==> config.mk <==
export PLATFORM = sky130hd
export DESIGN_NAME = sobel_edge
export DESIGN_NICKNAME = d
export VERILOG_FILES = /design/src/rtl/sobel_edge.sv
export SDC_FILE = /design/constraint.sdc
export NUM_CORES = 2
export LEC_CHECK = 0
export ABC_CLOCK_PERIOD_IN_PS = 14110
export CAP_MARGIN = 20
export CORE_AREA = 4 4 241 243
export DETAILED_ROUTE_END_ITERATION = 6
export DIE_AREA = 0 0 245 247
export PLACE_DENSITY = 0.89
export SLEW_MARGIN = 5
export SYNTH_ARGS = -nofsm -noshare
export SYNTH_HDL_FRONTEND = slang
export SYNTH_SLANG_ARGS = --single-unit
export TNS_END_PERCENT = 50
==> constraint.sdc <==
create_clock -name clk -period 14.11 [get_ports clk]
set_input_delay 2.1165 -clock clk [delete_from_list [all_inputs] [get_ports clk]]
set_output_delay 2.1165 -clock clk [all_outputs]
set_load 0.01 [all_outputs]
==> src/rtl/sobel_edge.sv <==
// sobel_edge: 3x3 Sobel edge magnitude over a 4-px/word greyscale frame in shared memory.
// Define SOBEL_THRESH_EN to binarise each output pixel against THRESH.
module sobel_edge #(
   parameter int IMG_W    = 352,
   parameter int IMG_H    = 288,
   parameter int SRC_BASE = 0,
   parameter int DST_BASE = 25344
`ifdef SOBEL_THRESH_EN
   ,parameter int THRESH  = 128
`endif
) (
   input  logic        clk,
   input  logic        reset,
   output logic [15:0] addr,
   input  logic [31:0] dataR,
   output logic [31:0] dataW,
   output logic        en,
   output logic        we,
   input  logic        start,
   output logic        finish
);
   localparam logic [15:0] WC16 = 16'(IMG_W / 4);
   localparam logic [15:0] WCM1 = 16'(IMG_W / 4 - 1);
   localparam logic [15:0] HM1  = 16'(IMG_H - 1);
   localparam logic [15:0] SRC16 = 16'(SRC_BASE);
   localparam logic [15:0] DST16 = 16'(DST_BASE);

   typedef enum logic [3:0] {
      IDLE = 4'd0, ZROW = 4'd1, LD0 = 4'd2, LD1 = 4'd3, LD2 = 4'd4,
      LDC  = 4'd5, SHZ  = 4'd6, WR  = 4'd7, FIN = 4'd8
   } state_t;

   state_t            state_r, state_s;
   logic [15:0]       row_r, row_s;
   logic [15:0]       col_r, col_s;
   logic              clear_s;
   // Each window row is {R, M, L}; byte j covers pixel 4*(col-1)+j-4 relative to M.
   logic [2:0][95:0]  win_r;
   logic [31:0]       top_r, mid_r;
   logic [31:0]       pix_raw_s, pix_word_s;

   function automatic logic [7:0] sobel_px(input logic [7:0] a00, a01, a02, a10,
                                           input logic [7:0] a12, a20, a21, a22);
      logic [11:0] xr, xl, yb, yt, ax, ay, mag;
      xr  = {4'd0, a02} + {3'd0, a12, 1'b0} + {4'd0, a22};
      xl  = {4'd0, a00} + {3'd0, a10, 1'b0} + {4'd0, a20};
      yb  = {4'd0, a20} + {3'd0, a21, 1'b0} + {4'd0, a22};
      yt  = {4'd0, a00} + {3'd0, a01, 1'b0} + {4'd0, a02};
      ax  = (xr >= xl) ? (xr - xl) : (xl - xr);
      ay  = (yb >= yt) ? (yb - yt) : (yt - yb);
      mag = ax + ay;
`ifdef SOBEL_THRESH_EN
      sobel_px = (mag >= 12'(THRESH)) ? 8'hFF : 8'h00;
`else
      sobel_px = (mag > 12'd255) ? 8'hFF : mag[7:0];
`endif
   endfunction

   // Next-state and counter logic
   always_comb begin
      state_s = state_r;
      row_s   = row_r;
      col_s   = col_r;
      clear_s = 1'b0;
      case (state_r)
         IDLE: begin
            if (start) begin
               state_s = ZROW;
               row_s   = 16'd0;
               col_s   = 16'd0;
            end else begin
               state_s = IDLE;
            end
         end
         ZROW: begin
            if (col_r == WCM1) begin
               col_s = 16'd0;
               if (row_r == 16'd0) begin
                  row_s   = 16'd1;
                  clear_s = 1'b1;
                  state_s = LD0;
               end else begin
                  state_s = FIN;
               end
            end else begin
               col_s = col_r + 16'd1;
            end
         end
         LD0: state_s = LD1;
         LD1: state_s = LD2;
         LD2: state_s = LDC;
         LDC: begin
            if (col_r == 16'd0) begin
               col_s   = 16'd1;
               state_s = LD0;
            end else begin
               col_s   = col_r - 16'd1;
               state_s = WR;
            end
         end
         WR: begin
            if (col_r + 16'd2 <= WCM1) begin
               col_s   = col_r + 16'd2;
               state_s = LD0;
            end else if (col_r + 16'd1 == WCM1) begin
               state_s = SHZ;
            end else begin
               col_s   = 16'd0;
               row_s   = row_r + 16'd1;
               clear_s = 1'b1;
               state_s = (row_r + 16'd1 == HM1) ? ZROW : LD0;
            end
         end
         SHZ: begin
            col_s   = col_r + 16'd1;
            state_s = WR;
         end
         FIN: begin
            if (!start) begin
               state_s = IDLE;
            end else begin
               state_s = FIN;
            end
         end
         default: state_s = IDLE;
      endcase
   end

   // State and counter registers
   always_ff @(posedge clk) begin
      if (reset) begin
         state_r <= IDLE;
         row_r   <= 16'd0;
         col_r   <= 16'd0;
      end else begin
         state_r <= state_s;
         row_r   <= row_s;
         col_r   <= col_s;
      end
   end

   // Window capture: rows r-1 and r are staged until the row r+1 word arrives
   always_ff @(posedge clk) begin
      if (reset) begin
         win_r <= '0;
         top_r <= 32'd0;
         mid_r <= 32'd0;
      end else begin
         if (clear_s) begin
            win_r <= '0;
         end else if (state_r == LDC) begin
            win_r <= {{dataR, win_r[2][95:32]}, {mid_r, win_r[1][95:32]}, {top_r, win_r[0][95:32]}};
         end else if (state_r == SHZ) begin
            win_r <= {{32'd0, win_r[2][95:32]}, {32'd0, win_r[1][95:32]}, {32'd0, win_r[0][95:32]}};
         end
         if (state_r == LD1) begin
            top_r <= dataR;
         end
         if (state_r == LD2) begin
            mid_r <= dataR;
         end
      end
   end

   // Sobel kernel on the four pixels of the centre word, with frame border zeroed
   always_comb begin
      pix_raw_s = 32'd0;
      for (int i = 0; i < 4; i++) begin
         pix_raw_s[8*i +: 8] = sobel_px(
            win_r[0][8*(3+i) +: 8], win_r[0][8*(4+i) +: 8], win_r[0][8*(5+i) +: 8],
            win_r[1][8*(3+i) +: 8], win_r[1][8*(5+i) +: 8],
            win_r[2][8*(3+i) +: 8], win_r[2][8*(4+i) +: 8], win_r[2][8*(5+i) +: 8]);
      end
      pix_word_s         = pix_raw_s;
      pix_word_s[7:0]    = (col_r == 16'd0) ? 8'd0 : pix_raw_s[7:0];
      pix_word_s[31:24]  = (col_r == WCM1) ? 8'd0 : pix_raw_s[31:24];
   end

   // Bus outputs decoded from state and counters
   always_comb begin
      addr   = 16'd0;
      dataW  = 32'd0;
      en     = 1'b0;
      we     = 1'b0;
      finish = 1'b0;
      case (state_r)
         ZROW: begin
            en   = 1'b1;
            we   = 1'b1;
            addr = DST16 + row_r * WC16 + col_r;
         end
         LD0: begin
            en   = 1'b1;
            addr = SRC16 + (row_r - 16'd1) * WC16 + col_r;
         end
         LD1: begin
            en   = 1'b1;
            addr = SRC16 + row_r * WC16 + col_r;
         end
         LD2: begin
            en   = 1'b1;
            addr = SRC16 + (row_r + 16'd1) * WC16 + col_r;
         end
         WR: begin
            en    = 1'b1;
            we    = 1'b1;
            addr  = DST16 + row_r * WC16 + col_r;
            dataW = pix_word_s;
         end
         FIN:     finish = 1'b1;
         default: finish = 1'b0;
      endcase
   end
endmodule

Yosys cells after proc, flatten, opt, wreduce, memory -nomap -nowiden
Cells that the tools add are included.

Latch bits: 0. Flip-flop bits (word level): 388. Bits of input ports: 35. Memories kept: 0. Output and inout bits: 51. Memory bits (writable): 0. ROM bits: 0.

Bitwise logic cells: 0. Mux-type cells: 46. Reduce and logical (&&, ||, !) cells: 11. $lt $le $gt $ge: 13. Equality and inequality tests: 17. Add/subtract/negate cells: 58. Div/mod/pow operators: 0. Shifts and indexed selects: 0. Multiply operators: 3.

Operators with widths (count): $mux 288 (2); $add 10x8->11 (14); $mux 16 (9); $sub 11x11->12 (12); $add 8x9->10 (14); $mux 12 (8); $pmux 16 s5 (1); $ge 11x11->1 (6); $add 16x16->16 (4); $pmux 16 s4 (1); $add 12x12->12 (4); $gt 12x8->1 const B (4); $mul 16x4->13 const B (3); $mux 8 (6); $pmux 16 s3 (1); $pmux 4 s9 (1); $add 16x1->16 const B (2); $eq 16x7->1 const B (2); $logic_not 16->1 (2); $mux 32 (1); $sub 16x1->16 const B (2); $ge 12x11->1 (2); $sub 11x12->12 (2); $sub 12x11->12 (2); 23 further kinds (43).

Depth between registers and ports, before layout
Depth after elaboration: 9. Mapped depth: 33. Gate-level depth less buffers: 31.

Worst setup path after synthesis
OpenSTA, ideal clock, no wires.

Path kind: reg2out. Start point: reg win_r[49] (netlist name). End point: out dataW[24]. Setup slack: 5.133 ns. Data arrival time: 6.861 ns. Cell stages (with the launch flop): 31. Cells stage by stage: dfxtp_1 inv_1 fa_1 inv_1 ha_1 fa_1 a211oi_2 nor2_1 a21o_1 ha_1 clkbuf_1 nand2_1 a21o_1 a211o_1 a21oi_2 o22ai_1 buf_2 a2bb2oi_1 a32o_1 a221o_1 xor2_1 ha_1 and3_1 a21oi_1 o211ai_1 o211ai_1 a2111oi_0 a2111o_1 a311oi_2 xor2_2 a31oi_1.

Word-level cells in the longest chain between the ends: 9. Elaborated cells on any way between the ends: 17.

Ends and longest elaborated chain: start, declared (RTL line 38) `logic [2:0][95:0] win_r;`; start signal, assigned (RTL line 152) `win_r <= {{dataR, win_r[2][95:32]}, {mid_r, win_r[1][95:32]}, {top_r, win_r[0][95:32]}};`; start signal, assigned (RTL line 154) `win_r <= {{32'd0, win_r[2][95:32]}, {32'd0, win_r[1][95:32]}, {32'd0, win_r[0][95:32]}};`; $add 8x9->10, on equally long branches (RTL line 46, 48); $add 10x8->11, on equally long branches (RTL line 46, 48); $sub 11x11->12 (tied with other cells) (RTL line 49) `ax = (xr >= xl) ? (xr - xl) : (xl - xr);`; $mux 12, on equally long branches (RTL line 49, 50); $add 12x12->12 * (RTL line 51) `mag = ax + ay;`; $gt 12x8->1 (RTL line 55) `sobel_px = (mag > 12'd255) ? 8'hFF : mag[7:0];`; $mux 8 * (RTL line 55); $mux 8 * (RTL line 176) `pix_word_s[31:24] = (col_r == WCM1) ? 8'd0 : pix_raw_s[31:24];`; $mux 32 * (RTL line 186) `case (state_r)`; end, declared (RTL line 16) `output logic [31:0] dataW,`.

Mark *: on every way between the ends. The rest lies on a longest branch, timed or not.

Worst setup path in the final report
Start point: reg win_r[65] (netlist name). End point: out dataW[26].

Word-level cells in the longest chain between the ends: 9. Elaborated cells on any way between the ends: 16.

Ends and longest elaborated chain: $add 8x9->10 (RTL line 45) `xr = {4'd0, a02} + {3'd0, a12, 1'b0} + {4'd0, a22};`; $add 10x8->11 (RTL line 45); $sub 11x11->12 or $ge 11x11->1 (tied branches) (RTL line 49); $mux 12 (RTL line 49); $add 12x12->12 * (RTL line 51); $gt 12x8->1 (RTL line 55); $mux 8 * (RTL line 55); $mux 8 * (RTL line 176); $mux 32 * (RTL line 186).

Marked as above.

==> flow_metrics.tcl <==
set metrics [dict create \
    track_usage_pct 30.1 \
    ys_seq_area_share_pct 18.9 \
    critPathBufInv 3 \
    grt_max_degree 115 \
    use_met1_pct 37.8 \
    place_congestion 0.996 \
    clock-sinks 316 \
    routed_wl_um 94500 \
    p_seq_share_pct 31.1 \
    switching_share_pct 36.4 \
    worstSetupPathType "register to output pin" \
    cp.arrival_ns 9.06 \
    final_cell_mix "inv_1, nand2_1, ha_1" \
    die_area_mm2 0.0605 \
    grt_pass1_wl_um 150000 \
    postCtsHoldBufs 0 \
    rows 87 \
    root_buffer "clkbuf_16" \
    area_delta_synth_final_pct 6.49 \
    grt_busiest_layer "met2" \
    cp_slowest_cell "o22ai_1" \
    dpl.hpwl_um 72400 \
    p_sw_mw 1.08 \
    cap_violations 0 \
    drc_errors 0 \
    synthArstFlopShare_pct 0 \
    initial_utilization_pct 59.7 \
    cellLeakagePower_nw 16.2 \
    drive_gt1_share_pct 5.03 \
    p_total_mw 2.97 \
    min_period_ns 11.18 \
    finalHoldViolations 0 \
    nets 4822 \
    min_path_type "register to register" \
    period_share_pct 79.2 \
    cp.required_ns 11.99 \
    cts_setup_buffers 0 \
    slew_viol_final 0 \
    syn_area_mm2 0.0334 \
    h-tree-depth 1 \
    crit_fanout 12 \
    vias_per_cell 6.07 \
    synth_nets 4864 \
    syn_area_per_cell_um2 7.88 \
    cpPeakStageDelay_ns 0.81 \
    synth_edf_count 0 \
    clk_path_buf_depth 3 \
    postRouteAntennaNets 0 \
    clk_transition_reported_paths_ns 0.07 \
    io-pin-count 86 \
    coreArea_mm2 0.0560 \
    use_met2_pct 50.7 \
    first_pass_iters 7 \
    vias 30200 \
    clkPwrFrac_pct 28.1 \
    ctsResizeCount 0 \
    cts_tree "built" \
    slew_headroom_pct 23.6 \
    drt_iter0_drc 3060 \
    ys_ff_latch 316 \
    synth_warnings 0 \
    chipHeight_um 247 \
    internal_power_mw 1.89 \
    layout_commonest_cell "inv_1" \
    crit_family "compound AO/OA/AOI/OAI gates" \
    wire_per_inst_um 19.0 \
    setup_viol 0 \
    cts_buffers 30 \
    post-route-util_pct 63.5 \
    die_w_um 245 \
    start_kind "register" \
    grt_pass1_vias 28800 \
    power_density_mw_per_mm2 83.6 \
    clk_latency_ns 0.57 \
    power_frac_comb_pct 40.8 \
    met3_usage_pct 4.83 \
    end_kind "output pin" \
    vdd_drop_max_uv 208 \
    synthCells 4238 \
    overflow 0 \
    status "finished, final reports clean" \
    ys_types 100 \
    skew_ns 0.0141 \
    antenna_found_initial 5 \
    ys.flop_type "dfxtp_1" \
    rsz0062_at_grt "no" \
    fmax_mhz 89.5 \
    worst_slew_pin_slew_ns 1.15 \
    fin_setup_tns_ns 0 \
    io_buffers 85 \
]
-- cells by family after synthesis --
family | share of synthesized area, %
DFF | 18.9
xor gates and xnor gates | 7.05
AOI/OAI and AO/OA | 22.7
and+or+nand+nor | 14.2
muxes | 1.91
buffers and inverters | 9.38
adders and majority gates | 25.8
-- registers in the layout (all words and copies together), names as in the netlist --
register,cells
top_r,32
mid_r,32
state_r,4
win_r,216
col_r,16
row_r,16
-- stage by stage --
stage	instances	cell area, µm²	hold slack [ns]	setup WS (ns)
final	4977	35600	0.453	2.93
after global routing	4972	35500	0.469	2.44
after CTS	4971	35500	0.454	3.12
after detailed placement	4919	34500	0.445	3.74
after global placement	4919	34500	0.439	3.95
after floorplan	4238	33400	0.430	5.13
-- worst register-to-register path, delay by kind of cell, from the launching register on --
kind                       cells  cell delay [ns]
AOI/OAI and AO/OA              2             0.33
adders and majority gates      1             0.49
buffers and inverters          1             0.96
DFF                            1             0.56
and+or+nand+nor                7             2.81
-- Yosys cell counts, types with 16 or more instances --
cell type	count	share of area, %
inv_1	607	6.8
nand2_1	502	5.6
ha_1	430	16
a21oi_1	407	6.1
dfxtp_1	316	19
nor2_1	268	3.0
xnor2_1	187	4.9
fa_1	161	9.7
clkbuf_1	123	1.4
o21ai_0	122	1.8
a22oi_1	107	2.4
a21o_1	105	2.4
o21bai_1	79	1.8
xor2_1	76	2.0
a21oi_2	55	1.4
nand3_1	49	0.73
nor3_1	49	0.73
a31oi_1	41	0.77
mux2i_1	39	1.2
or3_1	34	0.64
nor2b_1	33	0.62
a211oi_1	28	0.63
o21a_1	22	0.49
o211ai_1	19	0.43
or2_2	19	0.36
and2_1	18	0.34
o22ai_1	18	0.34
buf_2	16	0.24
buf_6	16	0.54
mux2_2	16	0.54
-- power by group through the flow --
stage / clock (mW) / sequential (mW) / combinational (mW)
after floorplan: 0 / 0.930 / 0.886
after global placement: 0 / 0.942 / 1.14
after detailed placement: 0 / 0.942 / 1.18
after CTS: 0.835 / 0.922 / 1.19
after global routing: 0.872 / 0.924 / 1.34
final: 0.836 / 0.923 / 1.21
-- layout make-up --
| type | instances | area, µm² |
|---|---|---|
| Clock inverter | 10 | 141 |
| Inverter | 607 | 2280 |
| Antenna cell | 5 | 12.5 |
| Sequential cell | 316 | 6330 |
| Multi-Input combinational cell | 3135 | 24000 |
| Tap cell | 756 | 946 |
| Timing Repair Buffer | 106 | 1030 |
| Fill cell | 4522 | 20400 |
| Clock buffer | 42 | 857 |
-- layer usage --
layer / wire [µm] / share of wire (%)
met2: 43700 / 46
met1: 37100 / 39
met4: 5400 / 5.7
met5: 38 / 0.040
met3: 8240 / 8.7
-- path summary, 6_finish.rpt --
kind | slack [ns] | endpoint | cells after the start | from
hold reg to reg | 0.45 | win_r[220] | 2 | win_r[220]
setup reg to reg | 8.81 | win_r[175] | 11 | col_r[2]
hold / removal | 0.45 | win_r[220] | 2 | win_r[220]
setup / recovery | 2.93 | dataW[26] | 28 | win_r[65]
No activity file was read; power rests on OpenSTA's default activity.
